--- config.mk ---
export PLATFORM = sky130hd
export DESIGN_NAME = mem_port_arbiter
export DESIGN_NICKNAME = d
export VERILOG_FILES = /design/src/rtl/mem_port_arbiter.sv
export SDC_FILE = /design/constraint.sdc
export NUM_CORES = 1
export LEC_CHECK = 0
export ABC_AREA = 1
export CORE_MARGIN = 3
export CORE_UTILIZATION = 43
export CTS_BUF_LIST = sky130_fd_sc_hd__clkbuf_8 sky130_fd_sc_hd__clkbuf_16
export DETAILED_ROUTE_END_ITERATION = 10
export PLACE_DENSITY = 0.8
export SKIP_CTS_REPAIR_TIMING = 1
export SYNTH_ARGS = -nofsm -noshare
export SYNTH_HDL_FRONTEND = slang
export SYNTH_SLANG_ARGS = --single-unit
--- constraint.sdc ---
create_clock -name clk -period 1.8 [get_ports clk]
set_input_delay 0.54 -clock clk [delete_from_list [all_inputs] [get_ports clk]]
set_output_delay 0.54 -clock clk [all_outputs]
set_load 0.01 [all_outputs]
--- src/rtl/mem_port_arbiter.sv ---
// mem_port_arbiter: shares one single-port memory between instruction fetch and
// load/store. A data request wins over a fetch. A watchdog aborts a transfer that
// sees no mem_ack for TIMEOUT cycles; TIMEOUT = 0 disables it.
// Optional macro MEM_ARB_PERF_EN adds stall and completion performance counters.
`timescale 1ns/1ps
module mem_port_arbiter #(
    parameter int unsigned DWIDTH  = 32,
    parameter int unsigned AWIDTH  = 32,
    parameter int unsigned TIMEOUT = 255
) (
    input  logic              clk,
    input  logic              rst_n,
    input  logic              if_req,
    input  logic [AWIDTH-1:0] if_addr,
    output logic [DWIDTH-1:0] if_rdata,
    output logic              if_done,
    input  logic              d_req,
    input  logic              d_we,
    input  logic [AWIDTH-1:0] d_addr,
    input  logic [DWIDTH-1:0] d_wdata,
    output logic [DWIDTH-1:0] d_rdata,
    output logic              d_done,
    output logic              mem_req,
    output logic              mem_we,
    output logic [AWIDTH-1:0] mem_addr,
    output logic [DWIDTH-1:0] mem_wdata,
    input  logic [DWIDTH-1:0] mem_rdata,
    input  logic              mem_ack,
    output logic              stall,
    output logic              err
`ifdef MEM_ARB_PERF_EN
    ,
    output logic [31:0]       perf_stall_cycles,
    output logic [31:0]       perf_if_count,
    output logic [31:0]       perf_d_count
`endif
);

    localparam int unsigned   CW     = (TIMEOUT > 0) ? $clog2(TIMEOUT + 1) : 1;
    localparam logic [CW-1:0] WdMax  = CW'(TIMEOUT);
    // Abort fires on the edge that ends the TIMEOUT-th unacknowledged cycle.
    localparam logic [CW-1:0] WdLast = (TIMEOUT > 0) ? CW'(TIMEOUT - 1) : '0;

    typedef enum logic [1:0] {StIdle, StDBusy, StIfBusy} state_e;

    state_e              state_q, state_d;
    logic [CW-1:0]       wd_cnt_q, wd_cnt_d;
    logic                mem_req_q, mem_req_d;
    logic                mem_we_q, mem_we_d;
    logic [AWIDTH-1:0]   mem_addr_q, mem_addr_d;
    logic [DWIDTH-1:0]   mem_wdata_q, mem_wdata_d;
    logic [DWIDTH-1:0]   if_rdata_q, if_rdata_d;
    logic [DWIDTH-1:0]   d_rdata_q, d_rdata_d;
    logic                if_done_q, if_done_d;
    logic                d_done_q, d_done_d;
    logic                err_q, err_d;

    logic idle, grant_d, grant_if, ack_hit, wd_abort;

    // A requester is ignored in its own done cycle so it is not granted twice.
    assign idle     = (state_q == StIdle);
    assign grant_d  = idle & d_req & ~d_done_q;
    assign grant_if = idle & ~grant_d & if_req & ~if_done_q;
    assign ack_hit  = ~idle & mem_ack;
    // Ack has precedence over the watchdog in the same cycle.
    assign wd_abort = (TIMEOUT > 0) & ~idle & ~mem_ack & (wd_cnt_q == WdLast);

    assign stall = (if_req & ~if_done_q) | (d_req & ~d_done_q);

    // State register.
    always_ff @(posedge clk or negedge rst_n) begin
        if (!rst_n) begin
            state_q <= StIdle;
        end else begin
            state_q <= state_d;
        end
    end

    // Next-state: grant from idle, return to idle on ack or watchdog abort.
    always_comb begin
        state_d = state_q;
        unique case (state_q)
            StIdle: begin
                if (grant_d) begin
                    state_d = StDBusy;
                end else if (grant_if) begin
                    state_d = StIfBusy;
                end
            end
            StDBusy, StIfBusy: begin
                if (ack_hit || wd_abort) begin
                    state_d = StIdle;
                end
            end
            default: state_d = StIdle;
        endcase
    end

    // Next values of the registered memory-side and requester-side outputs.
    always_comb begin
        mem_req_d   = mem_req_q;
        mem_we_d    = mem_we_q;
        mem_addr_d  = mem_addr_q;
        mem_wdata_d = mem_wdata_q;
        if_rdata_d  = if_rdata_q;
        d_rdata_d   = d_rdata_q;
        if_done_d   = 1'b0;
        d_done_d    = 1'b0;
        err_d       = 1'b0;
        unique case (state_q)
            StIdle: begin
                if (grant_d) begin
                    mem_req_d   = 1'b1;
                    mem_we_d    = d_we;
                    mem_addr_d  = d_addr;
                    mem_wdata_d = d_wdata;
                end else if (grant_if) begin
                    mem_req_d  = 1'b1;
                    mem_we_d   = 1'b0;
                    mem_addr_d = if_addr;
                end
            end
            StDBusy: begin
                if (ack_hit) begin
                    mem_req_d = 1'b0;
                    mem_we_d  = 1'b0;
                    d_done_d  = 1'b1;
                    if (!mem_we_q) begin
                        d_rdata_d = mem_rdata;
                    end
                end else if (wd_abort) begin
                    mem_req_d = 1'b0;
                    mem_we_d  = 1'b0;
                    d_done_d  = 1'b1;
                    err_d     = 1'b1;
                    d_rdata_d = '0;
                end
            end
            StIfBusy: begin
                if (ack_hit) begin
                    mem_req_d  = 1'b0;
                    mem_we_d   = 1'b0;
                    if_done_d  = 1'b1;
                    if_rdata_d = mem_rdata;
                end else if (wd_abort) begin
                    mem_req_d  = 1'b0;
                    mem_we_d   = 1'b0;
                    if_done_d  = 1'b1;
                    err_d      = 1'b1;
                    if_rdata_d = '0;
                end
            end
            default: begin
                mem_req_d = 1'b0;
                mem_we_d  = 1'b0;
            end
        endcase
    end

    // Watchdog: count unacked request cycles, clear on grant, saturate at TIMEOUT.
    always_comb begin
        wd_cnt_d = wd_cnt_q;
        if (grant_d || grant_if) begin
            wd_cnt_d = '0;
        end else if (mem_req_q && !mem_ack && (wd_cnt_q != WdMax)) begin
            wd_cnt_d = wd_cnt_q + 1'b1;
        end
    end

    // Registered outputs and watchdog counter.
    always_ff @(posedge clk or negedge rst_n) begin
        if (!rst_n) begin
            wd_cnt_q    <= '0;
            mem_req_q   <= 1'b0;
            mem_we_q    <= 1'b0;
            mem_addr_q  <= '0;
            mem_wdata_q <= '0;
            if_rdata_q  <= '0;
            d_rdata_q   <= '0;
            if_done_q   <= 1'b0;
            d_done_q    <= 1'b0;
            err_q       <= 1'b0;
        end else begin
            wd_cnt_q    <= wd_cnt_d;
            mem_req_q   <= mem_req_d;
            mem_we_q    <= mem_we_d;
            mem_addr_q  <= mem_addr_d;
            mem_wdata_q <= mem_wdata_d;
            if_rdata_q  <= if_rdata_d;
            d_rdata_q   <= d_rdata_d;
            if_done_q   <= if_done_d;
            d_done_q    <= d_done_d;
            err_q       <= err_d;
        end
    end

    assign mem_req   = mem_req_q;
    assign mem_we    = mem_we_q;
    assign mem_addr  = mem_addr_q;
    assign mem_wdata = mem_wdata_q;
    assign if_rdata  = if_rdata_q;
    assign d_rdata   = d_rdata_q;
    assign if_done   = if_done_q;
    assign d_done    = d_done_q;
    assign err       = err_q;

`ifdef MEM_ARB_PERF_EN
    logic [31:0] perf_stall_q, perf_if_q, perf_d_q;

    // Free-running performance counters, wrapping modulo 2^32.
    always_ff @(posedge clk or negedge rst_n) begin
        if (!rst_n) begin
            perf_stall_q <= '0;
            perf_if_q    <= '0;
            perf_d_q     <= '0;
        end else begin
            perf_stall_q <= perf_stall_q + {31'd0, stall};
            perf_if_q    <= perf_if_q + {31'd0, if_done_q};
            perf_d_q     <= perf_d_q + {31'd0, d_done_q};
        end
    end

    assign perf_stall_cycles = perf_stall_q;
    assign perf_if_count     = perf_if_q;
    assign perf_d_count      = perf_d_q;
`endif

endmodule

==> run summary, run 1 <==
### Synth
* ys async rst share: 100%
* share of synthesized area occupied by flip-flops and latches: 55.1%
* EDFF count, synth: 0
* number of flip-flops and latches in the synthesized netlist: 143
* Primary FF master, synth: dfrtp_1
* synth warn: 0
* largest cells by area after synthesis: dfrtp_1 (55%), nand2_1 (18%), nor2_1 (4.2%), o211ai_1 (3.7%), nand4_1 (3.6%)
* net count after synthesis: 915
* top cell type by total area after synthesis: dfrtp_1
* syn_area_per_cell: 8.37 sq um
* Cells after Synth: 776
* area fraction of the dominant cell type after synthesis: 55.1%
* synth unique cells: 27
* cell area after technology mapping: 0.00649 sq mm

### Layout
* commonest cells after routing, fill and taps aside: nand2_1 (307), dfrtp_1 (143), dlymetal6s2s_1 (134), clkdlybuf4s50_1 (132), nor2_1 (72)
* final net count: 1188
* count of inserted antenna diode cells: 0
* share of post-route cells with drive strength above 1: 9.05%
* Syn-to-layout area delta: 61.3%
* count of fill cells added during filler insertion: 1085
* final instance area: 0.0105 sq mm
* most frequent standard cell in the layout excluding fill and tap cells: nand2_1

### Outcome
* violations in the final reports: setup timing
* run status: finished, violations left

### Setup path
* Reg2Reg Setup Slack: 0.05 ns
* reg-to-reg startpoint: d_done
* CP required: 1.26 ns
* Cell Chain, Critical Path: clkdlybuf4s50_1 > nand2_1 > o21ai_2 > dlymetal6s2s_1
* Data arrival, critical path: 1.41 ns
* critical path start-end classification: in -> out
* path depth of the worst reg2reg path: 8
* sort of element at the end of the critical path: output pin
* maximum cell stage delay along the critical path: 0.49 ns
* reg2reg end: mem_addr[1]
* largest fanout of any net on the critical path: 2
* cell with the biggest individual delay on the critical path: clkdlybuf4s50_1
* launching element type of the critical path: primary input

### Timing
* endpoints failing hold: 0
* RSZ-0062 raised after global routing: yes
* slew of the pin with the lowest slew margin: 0.412 ns
* Final setup viols: 11
* Final period util: 108%
* sum of negative setup slack: -0.314 ns
* minimum clock period after layout: 1.95 ns
* smallest hold slack: 0.0203 ns
* Final WS setup: -0.149 ns
* worst-case headroom to the max-slew limit: 72.5%
* highest clock frequency the design can meet: 513 MHz
* final number of max-transition violations: 0
* Clock Skew: 0.00742 ns

### Detailed routing
* DRC violations left: 0
* total wirelength of the detailed-routed design: 20600 microns
* iteration count of the initial detailed-routing pass: 5
* remaining number of nets flagged by the antenna check after routing: 0
* number of vias in the routed layout: 6273
* Routed WL per cell: 16.5 microns
* via-per-instance ratio: 5.04
* detailed router's first-iteration violation count: 380

### Floorplan
* Die Width: 129 microns
* I/O pin count: 268
* Core Area: 0.0146 sq mm
* vertical die dimension: 129 microns
* Std-Cell Rows: 44
* DIE AREA: 0.0166 sq mm
* Starting Density: 44.3%

### Clock network
* TritonCTS Sinks: 143
* clock tree from TritonCTS: yes
* clock insertion delay at the later pin of the skew report: 0.43 ns
* H-tree level count: 4
* total clock buffers created by CTS: 17
* root buffer cell: clkbuf_16
* clock-pin slew on the worst setup and hold paths: 0.06 ns
* Clock Path Buffers: 2

### Global route
* first-pass GRT wire length: 32200 microns
* maximum number of pins on one net before global-route repair: 40
* remaining global-route overflow: 0
* number of global-route vias before repair: 6115
* Total Routing Usage GR: 24.8%
* number of antenna violations at the first check in global routing: 0

### Placement
* number of port buffers: 267
* routability congestion estimate from global placement: 0.848
* Detail Placement HPWL: 14500 microns
* placed cell area: 0.00954 sq mm

### Power and ir drop
* leakage power of the design: 6.69 nW
* worst ir drop on vdd: 822 uV
* PwrDens: 1540 mW/mm^2

### Min path
* kind of path behind the tightest hold check: in -> async

### Run
* # Max-Cap Violations: 0

-- per-stage QoR --
step / utilization (%) / setup WS [ns] / std cells / power, mW
after detailed placement: 65.1 / -0.532 / 1214 / 13.0
after CTS: 69.1 / -0.540 / 1245 / 16.6
final: 71.5 / -0.149 / 1245 / 16.1
after global routing: 71.5 / -0.185 / 1245 / 17.2
after floorplan: - / 0.212 / 776 / 8.72
after global placement: 65.1 / -0.530 / 1214 / 12.9
-- report_power, final --
| group | internal (mW) | leakage [nW] | switching (mW) |
|---|---|---|---|
| sequential | 4.61 | 1.83 | 0.790 |
| clock | 2.07 | 0.269 | 1.40 |
| combinational | 3.49 | 4.59 | 3.77 |
| total | 10.2 | 6.69 | 5.97 |
-- layout make-up --
cell class	count	area (sq um)	share of cell area, %
timing repair buffer	302	3420	32.7
sequential	143	3580	34.2
multi-input combinational	532	2460	23.5
clock buffer	18	439	4.19
clock inverter	13	140	1.34
tap	184	230	2.20
inverter	53	199	1.90
-- flip-flops by register name (all words and copies together), names as in the netlist --
register   flops
if_done        1
mem_wdata     32
err            1
wd_cnt_q       8
mem_we         1
mem_req        1
mem_addr      32
d_done         1
d_rdata       32
state_q        2
if_rdata      32
-- logic make-up (layout without fill, tap and decap cells) --
kind of cell	after synthesis	in the layout	synth area share [%]
flip-flops	143	143	55.1
AND/OR/NAND/NOR	453	453	29.6
AO/OA/AOI/OAI	73	73	6.96
adder cells (fa/ha/maj)	5	5	0.963
XOR/XNOR	1	1	0.135
buffers and inverters	101	386	7.24
-- metal layers --
metal / vias to the layer above / share of wire (%) / GRT usage [%]
met1: 2966 / 40 / 31.0
met4: 0 / 4.3 / 11.6
met3: 61 / 7.1 / 8.97
met2: 242 / 49 / 38.5
li1: 3004 / - / -
met5: - / 0 / 0
-- Yosys cell counts, drive strengths merged, types with 2 or more instances --
library cell	count
o211ai	32
buf	30
nand2	324
or2	2
o21ai	40
inv	53
clkbuf	18
nand4	37
nand3	14
ha	5
nor2	76
dfrtp	143
-- worst max-delay path, delay by kind of cell --
kind / cells / cell delay, ns
AND/OR/NAND/NOR: 1 / 0.10
AO/OA/AOI/OAI: 1 / 0.09
buffers and inverters: 2 / 0.67
-- how the worst max path moves through the flow --
stage	end	from	slack [ns]	cells after the start
after floorplan	stall	d_req	0.21	3
after global placement	stall	d_req	-0.53	4
after detailed placement	stall	d_req	-0.53	4
after CTS	stall	d_req	-0.54	4
after global routing	stall	d_req	-0.18	4
final	stall	d_req	-0.15	4
(Power assumes the default switching activity.)
==> inputs of run 2 (changes only) <==
- MAX_ROUTING_LAYER: not set -> met4
- clock period: 1.8 -> 1.95 ns (I/O delays scaled with it)
==> run summary, run 2 (synthesis results as in run 1) <==
### Outcome
* run status: finished, violations left
* violations in the final reports: setup timing

### Clock network
* clock tree from TritonCTS: yes
* clock-pin slew on the worst setup and hold paths: 0.06 ns
* TritonCTS Sinks: 143
* Clock Path Buffers: 2
* root buffer cell: clkbuf_16
* clock insertion delay at the later pin of the skew report: 0.41 ns
* H-tree level count: 4
* total clock buffers created by CTS: 17

### Global route
* number of global-route vias before repair: 6220
* maximum number of pins on one net before global-route repair: 38
* remaining global-route overflow: 0
* first-pass GRT wire length: 32700 microns
* number of antenna violations at the first check in global routing: 0
* Total Routing Usage GR: 26.0%

### Floorplan
* Starting Density: 44.3%
* Std-Cell Rows: 44
* vertical die dimension: 129 microns
* I/O pin count: 268
* DIE AREA: 0.0166 sq mm
* Die Width: 129 microns
* Core Area: 0.0146 sq mm

### Power and ir drop
* leakage power of the design: 5.83 nW
* PwrDens: 1510 mW/mm^2
* worst ir drop on vdd: 1010 uV

### Timing
* smallest hold slack: 0.0530 ns
* slew of the pin with the lowest slew margin: 0.409 ns
* final number of max-transition violations: 0
* highest clock frequency the design can meet: 503 MHz
* worst-case headroom to the max-slew limit: 72.8%
* Final WS setup: -0.0391 ns
* Final setup viols: 1
* Final period util: 102%
* RSZ-0062 raised after global routing: yes
* Clock Skew: 0.00906 ns
* minimum clock period after layout: 1.99 ns
* sum of negative setup slack: -0.0391 ns
* endpoints failing hold: 0

### Setup path
* sort of element at the end of the critical path: output pin
* critical path start-end classification: in -> out
* path depth of the worst reg2reg path: 8
* reg-to-reg startpoint: state_q[0]
* launching element type of the critical path: primary input
* CP required: 1.36 ns
* largest fanout of any net on the critical path: 2
* Data arrival, critical path: 1.40 ns
* reg2reg end: mem_addr[3]
* Reg2Reg Setup Slack: 0.19 ns

### Placement
* number of port buffers: 267
* routability congestion estimate from global placement: 0.883
* setup slack at placement: -0.467 ns
* Detail Placement HPWL: 14600 microns
* placed cell area: 0.00949 sq mm

### Detailed routing
* DRC violations left: 0
* via-per-instance ratio: 5.04
* number of vias in the routed layout: 6250
* remaining number of nets flagged by the antenna check after routing: 0
* detailed router's first-iteration violation count: 403
* Routed WL per cell: 16.6 microns
* total wirelength of the detailed-routed design: 20600 microns
* iteration count of the initial detailed-routing pass: 5

### Layout
* Syn-to-layout area delta: 59.6%
* most frequent standard cell in the layout excluding fill and tap cells: nand2_1
* final instance area: 0.0104 sq mm
* commonest cells after routing, fill and taps aside: nand2_1 (306), clkdlybuf4s50_1 (201), dfrtp_1 (143), nor2_1 (72), dlymetal6s2s_1 (64)
* final net count: 1182
* count of inserted antenna diode cells: 0
* count of fill cells added during filler insertion: 1113
* share of post-route cells with drive strength above 1: 8.90%

### Min path
* kind of path behind the tightest hold check: in -> async

### Run
* # Max-Cap Violations: 0

run 2: changes by cell type in the layout (fill, tap and decap cells not counted), moves of 2 or more:
cell             before  now
buf_4                23   17
bufinv_16             2    7
clkdlybuf4s50_1     132  201
clkinv_2              1    3
clkinvlp_4            6    1
dlymetal6s2s_1      134   64
nand2_2              14   16
run 2: layer usage:
layer / track usage [%] / vias to the layer above / wire length (microns) / part of all wire [%]
li1: - / 3000 / - / -
met1: 33.5 / 2978 / 8490 / 41
met2: 39.8 / 230 / 10300 / 50
met3: 5.94 / 42 / 1170 / 5.7
met4: 10.6 / 0 / 636 / 3.1
met5: - / - / 0 / 0
run 2: final cells by class:
| type | count | area, sq um | share of cell area, % |
|---|---|---|---|
| Clock buffer | 18 | 439 | 4.24 |
| Timing Repair Buffer | 296 | 3200 | 30.9 |
| Inverter | 53 | 199 | 1.92 |
| Multi-Input combinational cell | 532 | 2460 | 23.7 |
| Clock inverter | 14 | 259 | 2.50 |
| Tap cell | 184 | 230 | 2.22 |
| Sequential cell | 143 | 3580 | 34.5 |
run 2: metrics by stage:
stage | power, mW | std cells | util [%]
5_1_grt | 16.6 | 1240 | 70.8
3_3_place_gp | 11.9 | 1208 | 64.8
4_1_cts | 15.9 | 1240 | 69.6
6_report | 15.7 | 1240 | 70.8
2_1_floorplan | 8.05 | 776 | -
3_5_place_dp | 12.0 | 1208 | 64.8
run 2: power breakdown:
| part | switching [mW] | internal (mW) |
|---|---|---|
| Sequential | 0.754 | 4.26 |
| Combinational | 3.45 | 3.36 |
| Clock | 1.29 | 2.57 |
| Total | 5.49 | 10.2 |
run 2: how the worst max path moves through the flow:
stage	end	start	cells after the start	slack, ns
detailed placement	stall	d_req	4	-0.47
global route	stall	if_req	4	-0.05
global placement	stall	d_req	4	-0.47
finish	stall	if_req	4	-0.04
CTS	stall	d_req	4	-0.48
floorplan	stall	d_req	3	0.27
run 2: critical path, stage by stage:
cell             delay (ns)
clkdlybuf4s50_1        0.46
inv_1                  0.06
o21ai_2                0.14
buf_2                  0.16
==> inputs of run 3 (changes only) <==
- CELL_PAD_IN_SITES_DETAIL_PLACEMENT: not set -> 0
- CELL_PAD_IN_SITES_GLOBAL_PLACEMENT: not set -> 1
- CORE_UTILIZATION: 43 -> 31
- CTS_BUF_LIST: sky130_fd_sc_hd__clkbuf_8 sky130_fd_sc_hd__clkbuf_16 -> not set
- PLACE_DENSITY: 0.8 -> not set
- PLACE_DENSITY_LB_ADDON: not set -> 0.1
==> run summary, run 3 (synthesis results as in run 1) <==
### Timing
* Final period util: 98.8%
* worst-case headroom to the max-slew limit: 73.9%
* Clock Skew: 0.0118 ns
* highest clock frequency the design can meet: 519 MHz
* endpoints failing hold: 0
* final number of max-transition violations: 0
* minimum clock period after layout: 1.93 ns
* RSZ-0062 raised after global routing: yes
* Final setup viols: 0
* slew of the pin with the lowest slew margin: 0.391 ns
* sum of negative setup slack: 0 ns

### Setup path
* CP required: 1.36 ns
* sort of element at the end of the critical path: output pin
* critical path start-end classification: in -> out
* cell family with most CP delay: buffers and inverters
* Data arrival, critical path: 1.34 ns
* cell with the biggest individual delay on the critical path: clkdlybuf4s50_1
* largest fanout of any net on the critical path: 2
* Reg2Reg Setup Slack: 0.22 ns
* maximum cell stage delay along the critical path: 0.45 ns
* sum of buffers and inverters on the critical path: 3
* launching element type of the critical path: primary input
* Cell Chain, Critical Path: clkdlybuf4s50_1 > inv_1 > o21ai_2 > buf_2

### Layout
* post-route non-filler standard cell count: 1331
* most frequent standard cell in the layout excluding fill and tap cells: nand2_1
* footprint of the flip-flops and latches: 0.00358 sq mm
* Syn-to-layout area delta: 60.4%
* commonest cells after routing, fill and taps aside: nand2_1 (306), clkdlybuf4s50_1 (175), dfrtp_1 (143), dlymetal6s2s_1 (90), nor2_1 (72)
* final net count: 1186
* count of fill cells added during filler insertion: 1997
* Multi-input gate area: 0.00245 sq mm
* share of post-route cells with drive strength above 1: 9.15%

### Power and ir drop
* PwrDens: 1430 mW/mm^2
* worst ir drop on vdd: 606 uV
* leakage power of the design: 6.11 nW

### Placement
* Detail Placement HPWL: 15200 microns
* placed insts: 1297
* number of port buffers: 267
* routability congestion estimate from global placement: 0.789

### Clock network
* clock-pin slew on the worst setup and hold paths: 0.07 ns
* root buffer cell: clkbuf_16
* H-tree level count: 4
* clock tree from TritonCTS: yes
* TritonCTS Sinks: 143
* total clock buffers created by CTS: 17
* clock insertion delay at the later pin of the skew report: 0.42 ns
* Clock Path Buffers: 2

### Outcome
* run status: finished clean

### Global route
* number of antenna violations at the first check in global routing: 1
* Total Routing Usage GR: 19.5%
* first-pass GRT wire length: 33400 microns
* maximum number of pins on one net before global-route repair: 56
* number of global-route vias before repair: 5906
* remaining global-route overflow: 0

### Floorplan
* vertical die dimension: 151 microns
* Starting Density: 31.8%
* Die Width: 151 microns
* I/O pin count: 268
* Core Area: 0.0204 sq mm
* DIE AREA: 0.0227 sq mm
* Std-Cell Rows: 52

### Detailed routing
* detailed router's first-iteration violation count: 188
* iteration count of the initial detailed-routing pass: 5
* total wirelength of the detailed-routed design: 21300 microns
* via-per-instance ratio: 4.43
* remaining number of nets flagged by the antenna check after routing: 0
* Routed WL per cell: 16.0 microns
* number of vias in the routed layout: 5894
* DRC violations left: 0

### Min path
* kind of path behind the tightest hold check: in -> async

### Run
* # Max-Cap Violations: 0

run 3: routing by layer:
metal / global-route usage, % / part of all wire [%] / up-vias
li1: - / - / 2999
met1: 25.2 / 44 / 2718
met2: 29.5 / 48 / 153
met3: 6.05 / 7.0 / 24
met4: 6.17 / 1.7 / 0
met5: - / 0 / -
run 3: through the flow:
stage          utilization, %  area, sq um  total power [mW]  setup WS, ns  hold slack, ns
2_1_floorplan               -         6490              8.05         0.272           0.289
3_3_place_gp             47.0         9610              12.0        -0.476           0.454
3_5_place_dp             47.0         9610              12.1        -0.488           0.458
4_1_cts                  49.8        10200              15.4        -0.499          0.0221
5_1_grt                  51.0        10400              16.0      -0.00996          0.0269
6_report                 51.0        10400              14.9        0.0226          0.0277
run 3: cell type report:
cell class / count / area share (%)
repair buffers: 300 / 31.5
multi-input cells: 532 / 23.5
well taps: 270 / 3.24
clock inverters: 14 / 1.27
inverters: 53 / 1.91
flip-flops and latches: 143 / 34.4
diodes: 1 / 0.0240
clock buffers: 18 / 4.22
run 3: path summary, 6_finish.rpt:
kind | from | end | cells past startpoint
worst min-delay path | rst_n | mem_addr[10] | 1
worst max register to register | if_done | mem_addr[2] | 7
min in group clk | d_rdata[28] | d_rdata[28] | 2
worst max-delay path | if_req | stall | 4
worst min register to register | d_rdata[28] | d_rdata[28] | 2
max in group asynchronous | rst_n | d_rdata[2] | 2
run 3: power breakdown:
group / internal (mW) / switching (mW) / total, mW / leakage (nW)
logic: 3.29 / 3.43 / 6.72 / 4.01
registers: 4.25 / 0.704 / 4.96 / 1.83
clock network: 1.81 / 1.37 / 3.18 / 0.274
total: 9.35 / 5.50 / 14.9 / 6.11
run 3: worst register-to-register path, stage by stage (launching register included):
cell     delay [ns]
dfrtp_1        0.40
buf_4          0.15
o21ai_2        0.14
buf_4          0.38
nand2_2        0.10
buf_4          0.27
nand2_1        0.11
o21ai_0        0.07
